===== config.mk =====
export PLATFORM = sky130hd
export DESIGN_NAME = channel_receiver
export DESIGN_NICKNAME = d
export VERILOG_FILES = /design/src/rtl/channel_receiver.sv
export SDC_FILE = /design/constraint.sdc
export NUM_CORES = 1
export LEC_CHECK = 0
export CORE_ASPECT_RATIO = 1.25
export CORE_UTILIZATION = 54
export DETAILED_ROUTE_END_ITERATION = 8
export PLACE_DENSITY = 0.77
export REMOVE_ABC_BUFFERS = 1
export SLEW_MARGIN = 5
export SYNTH_ARGS = -nofsm -noshare
export SYNTH_HDL_FRONTEND = slang
export SYNTH_SLANG_ARGS = --single-unit
export TNS_END_PERCENT = 1

===== constraint.sdc =====
create_clock -name clk -period 2.87 [get_ports clk]
set_input_delay 0.574 -clock clk [delete_from_list [all_inputs] [get_ports clk]]
set_output_delay 0.574 -clock clk [all_outputs]
set_load 0.03 [all_outputs]

===== src/rtl/channel_receiver.sv =====
// Receive endpoint of the inter-core channel: filters packets by destination, buffers payload
// flits in a show-ahead FIFO for the local core and returns credits to the sender.
module channel_receiver #(
  parameter int unsigned DATA_WIDTH = 8,
  parameter int unsigned NUM_CORE   = 2,
  parameter int unsigned MY_ID      = 0,
  parameter int unsigned FIFO_DEPTH = 4
) (
  input  logic                  clk,
  input  logic                  rst,
  input  logic                  ch_valid,
  input  logic                  ch_head,
  input  logic [DATA_WIDTH-1:0] ch_data,
  output logic [1:0]            ch_credit,
  output logic                  out_valid,
  output logic [DATA_WIDTH-1:0] out_data,
  output logic                  out_last,
  input  logic                  out_ready,
  output logic [7:0]            pkt_cnt,
  output logic [7:0]            drop_cnt,
  output logic                  ovf_err,
  output logic                  proto_err
);

  localparam int unsigned IdW   = (NUM_CORE > 1) ? $clog2(NUM_CORE) : 1;
  localparam int unsigned AddrW = $clog2(FIFO_DEPTH);
  localparam int unsigned CntW  = AddrW + 1;

  typedef enum logic [1:0] {StIdle, StBody, StDrop} state_e;

  state_e state_q, state_d;
  logic [3:0] rem_q, rem_d;

  logic [DATA_WIDTH-1:0] mem_data [FIFO_DEPTH];
  logic [FIFO_DEPTH-1:0] mem_last;
  logic [AddrW-1:0]      wr_ptr_q, rd_ptr_q;
  logic [CntW-1:0]       count_q;

  logic [1:0] credit_q, credit_d;
  logic [7:0] pkt_cnt_q, drop_cnt_q;
  logic       ovf_q, proto_q;

  logic [IdW-1:0] dest;
  logic [3:0]     len;
  logic           mine;
  logic           fifo_wr, wr_last, pkt_inc, drop_inc, proto_set;
  logic           full, pop, wr_ok, ovf_set;

  assign dest = ch_data[DATA_WIDTH-1 -: IdW];
  assign len  = ch_data[3:0];
  assign mine = (dest == IdW'(MY_ID));

  always_ff @(posedge clk or negedge rst) begin
    if (!rst) begin
      state_q <= StIdle;
      rem_q   <= '0;
    end else begin
      state_q <= state_d;
      rem_q   <= rem_d;
    end
  end

  // A header always restarts framing, whatever state it lands in.
  always_comb begin
    state_d   = state_q;
    rem_d     = rem_q;
    fifo_wr   = 1'b0;
    wr_last   = 1'b0;
    pkt_inc   = 1'b0;
    drop_inc  = 1'b0;
    proto_set = 1'b0;
    if (ch_valid) begin
      if (ch_head) begin
        proto_set = (state_q != StIdle);
        if (mine) begin
          if (len == 4'd0) begin
            pkt_inc = 1'b1;
            state_d = StIdle;
          end else begin
            state_d = StBody;
            rem_d   = len;
          end
        end else begin
          drop_inc = 1'b1;
          if (len == 4'd0) begin
            state_d = StIdle;
          end else begin
            state_d = StDrop;
            rem_d   = len;
          end
        end
      end else begin
        case (state_q)
          StBody: begin
            fifo_wr = 1'b1;
            wr_last = (rem_q == 4'd1);
            rem_d   = rem_q - 4'd1;
            if (rem_q == 4'd1) begin
              state_d = StIdle;
              pkt_inc = 1'b1;
            end
          end
          StDrop: begin
            rem_d = rem_q - 4'd1;
            if (rem_q == 4'd1) state_d = StIdle;
          end
          default: proto_set = 1'b1;
        endcase
      end
    end
  end

  always_comb begin
    out_valid = (count_q != '0);
    out_data  = out_valid ? mem_data[rd_ptr_q] : '0;
    out_last  = out_valid & mem_last[rd_ptr_q];
  end

  assign full    = (count_q == CntW'(FIFO_DEPTH));
  assign pop     = out_valid & out_ready;
  assign wr_ok   = fifo_wr & (~full | pop);
  assign ovf_set = fifo_wr & full & ~pop;
  // Every accepted flit that does not occupy a FIFO slot hands its credit straight back.
  assign credit_d = {1'b0, ch_valid & ~wr_ok} + {1'b0, pop};

  always_ff @(posedge clk) begin
    if (wr_ok) begin
      mem_data[wr_ptr_q] <= ch_data;
      mem_last[wr_ptr_q] <= wr_last;
    end
  end

  always_ff @(posedge clk or negedge rst) begin
    if (!rst) begin
      wr_ptr_q   <= '0;
      rd_ptr_q   <= '0;
      count_q    <= '0;
      credit_q   <= '0;
      pkt_cnt_q  <= '0;
      drop_cnt_q <= '0;
      ovf_q      <= 1'b0;
      proto_q    <= 1'b0;
    end else begin
      if (wr_ok) wr_ptr_q <= wr_ptr_q + AddrW'(1);
      if (pop) rd_ptr_q <= rd_ptr_q + AddrW'(1);
      if (wr_ok && !pop) count_q <= count_q + CntW'(1);
      else if (!wr_ok && pop) count_q <= count_q - CntW'(1);
      credit_q <= credit_d;
      if (pkt_inc) pkt_cnt_q <= pkt_cnt_q + 8'd1;
      if (drop_inc && drop_cnt_q != 8'hFF) drop_cnt_q <= drop_cnt_q + 8'd1;
      if (ovf_set) ovf_q <= 1'b1;
      if (proto_set) proto_q <= 1'b1;
    end
  end

  assign ch_credit = credit_q;
  assign pkt_cnt   = pkt_cnt_q;
  assign drop_cnt  = drop_cnt_q;
  assign ovf_err   = ovf_q;
  assign proto_err = proto_q;

endmodule


==> results.sh <==
export IMPL_status="finished clean"
export IMPL_cts_buffer_depth=2
export IMPL_cts_sinks=69
export IMPL_final_core_util=0.698
export IMPL_synth_cells=219
export IMPL_seq_area_um2=1910
export IMPL_antenna_found_initial=0
export IMPL_ir_drop_mv=0.589
export IMPL_grt_start_max_net_pins=34
export IMPL_via_per_inst=5.51
export IMPL_cellLeakagePower_nw=1.46
export IMPL_synth_seq_cells=69
export IMPL_synth_area_top_cells="edfxtp_1, dfrtp_1, mux4_2"
export IMPL_cts_tree="done"
export IMPL_drc=0
export IMPL_vias=1875
export IMPL_grt_ovfl_total=0
export IMPL_yosysSeqAreaShare=0.622
export IMPL_die_w_um=69.4
export IMPL_relSlewSlack=0.647
export IMPL_fp_dieH_um=86.2
export IMPL_grt_pass1_vias=1908
export IMPL_core_area_um2=5440
export IMPL_end_kind="primary output"
export IMPL_synth_edf_count=36
export IMPL_routabilityCongestion=0.779
export IMPL_port_buffers=42
export IMPL_clockRootBuffer="clkbuf_8"
export IMPL_syn_area_um2=3070
export IMPL_hold_class="register to register"
export IMPL_fin_skew_ns=0.00762
export IMPL_cp_max_fo=11
export IMPL_cp_arrival_ns=2.18
export IMPL_fp_dieArea_um2=5980
export IMPL_yosysWarnings=0
export IMPL_wire_per_inst_um=15.9
export IMPL_drtAntennaViolNets=0
export IMPL_async_reset_ff_frac=0.478
export IMPL_synth_ff_type="edfxtp_1"
export IMPL_routed_wl_um=5400
export IMPL_h_tree_depth=3
export IMPL_yosys_top_cells_count="edfxtp_1, dfrtp_1, nand2_1"
export IMPL_start_util=0.563
export IMPL_drt_iter0_markers=85
export IMPL_tightest_slew_ns=0.524
export IMPL_power_density_nw_per_um2=898
export IMPL_report_final_hold_viol_count=0
export IMPL_postCtsSetupBuffers=0
export IMPL_setup_viol=0
export IMPL_drv_cap=0
export IMPL_start_kind="register"
export IMPL_drv_slew=0
export IMPL_finalCritPeriodShare=0.961
export IMPL_crit_type="register to primary output"
export IMPL_p_total_mw=3.41
export IMPL_yosysTopAreaCell="edfxtp_1"
export IMPL_clkLatencyLatePin_ns=0.34
export IMPL_ctsHoldBuffers=0
export IMPL_max_freq_mhz=363
export IMPL_cts_buffers=9
export IMPL_rows=30
export IMPL_fill_cells=373
export IMPL_place_hpwl_um=3740
export IMPL_antennaDiodeCount=0
export IMPL_grtUsageTotal=0.202
export IMPL_fin_crit_ns=2.76
export IMPL_synth_most_common_cell="edfxtp_1"
export IMPL_clk_pin_slew_ns=0.08
export IMPL_grt_pass1_wl_um=9080
export IMPL_fin_nets=297
export IMPL_cts_resized=0
export IMPL_ios=43
export IMPL_grt_setup_unrepaired="false"
export IMPL_avgSynthCellArea_um2=14.0
export IMPL_syn2layout_area_growth_pct=23.9
export IMPL_cp_data_required_time_ns=2.30
export IMPL_fin_setup_tns_ns=0
export IMPL_dr_pass1_iters=4
export IMPL_synth_top_area_share=0.353
export IMPL_multiInputGateArea_um2=1100
export IMPL_ys_types=41
export IMPL_drive_above_1_share=0.138
[cells in the final DEF, fill, tap and decap left out, types with 2 or more instances in the layout]
master and instances:
nand4_1 4, mux4_2 9, xor2_1 3, clkbuf_8 10, ha_1 12, buf_4 5, clkdlybuf4s50_1 42, edfxtp_1 36
and2_1 13, nand2_1 16, o31ai_1 2, clkinv_2 2, mux2_2 5, and3_1 4, nor2_1 12, o21ai_0 7
nor4b_1 2, inv_1 10, nand3_1 7, xnor2_1 11, or3_1 2, a21oi_1 5, dfrtp_1 33
[final timing paths]
| path | start | to | slack, ns | cells after the start |
|---|---|---|---|---|
| setup / recovery | rd_ptr_q[0] | out_data[3] | 0.11 | 4 |
| hold / removal | proto_err | proto_err | 0.46 | 1 |
| setup reg to reg | count_q[2] | count_q[2] | 0.58 | 8 |
| hold reg to reg | proto_err | proto_err | 0.46 | 1 |
| max in group asynchronous | rst | drop_cnt[3] | 1.92 | 2 |
| min in group asynchronous | rst | rd_ptr_q[0] | 0.63 | 2 |
[flip-flops by register name (all words and copies together) (netlist names)]
name and cells:
mem_data 32, drop_cnt 8, pkt_cnt 8, mem_last 4
rem_q 4, count_q 3, ch_credit 2, rd_ptr_q 2
state_q 2, wr_ptr_q 2, ovf_err 1, proto_err 1
[report_power, final]
group	internal, mW	leakage [nW]	switching (mW)
Sequential	1.19	0.734	0.163
Clock	0.476	0.110	0.364
Combinational	0.588	0.617	0.634
Total	2.25	1.46	1.16
[per-layer routing]
| metal | global-route usage | share of wire | vias up |
|---|---|---|---|
| met5 | 0 | 0 | - |
| met4 | 0.109 | 0.016 | 0 |
| met3 | 0.0477 | 0.043 | 8 |
| met2 | 0.329 | 0.49 | 44 |
| met1 | 0.252 | 0.45 | 919 |
| li1 | - | - | 904 |
[per-stage QoR]
stage	std cells	hold slack (ns)	instance area, µm²	setup WS [ns]
4_1_cts	340	0.469	3800	0.0742
3_5_place_dp	324	0.447	3580	0.213
5_1_grt	340	0.506	3800	0.00615
6_report	340	0.463	3800	0.113
3_3_place_gp	324	0.461	3580	0.248
2_1_floorplan	213	0.278	3040	0.611
[worst max-delay path: stages (launching register included)]
cell             delay, ns
dfrtp_1               0.33
buf_4                 0.23
mux4_2                0.53
and2_1                0.17
clkdlybuf4s50_1       0.58
[kinds of logic (layout without fill, tap and decap cells)]
group	Yosys count	in the layout	synth area share
muxes	15	15	0.0878
xor gates and xnor gates	14	14	0.0400
DFF	69	69	0.622
AOI/OAI and AO/OA	23	23	0.0539
buffers and inverters	16	73	0.0200
adders and majority gates	13	13	0.0555
and+or+nand+nor	69	69	0.121
[final cells by class]
class                   instances  area share
clock buffers                  11      0.0428
clock inverters                 5      0.0148
inverters                      10     0.00988
multi-input cells             134       0.289
flip-flops and latches         69       0.502
well taps                      64      0.0211
repair buffers                 47       0.121
No activity file was read; power rests on OpenSTA's default activity.
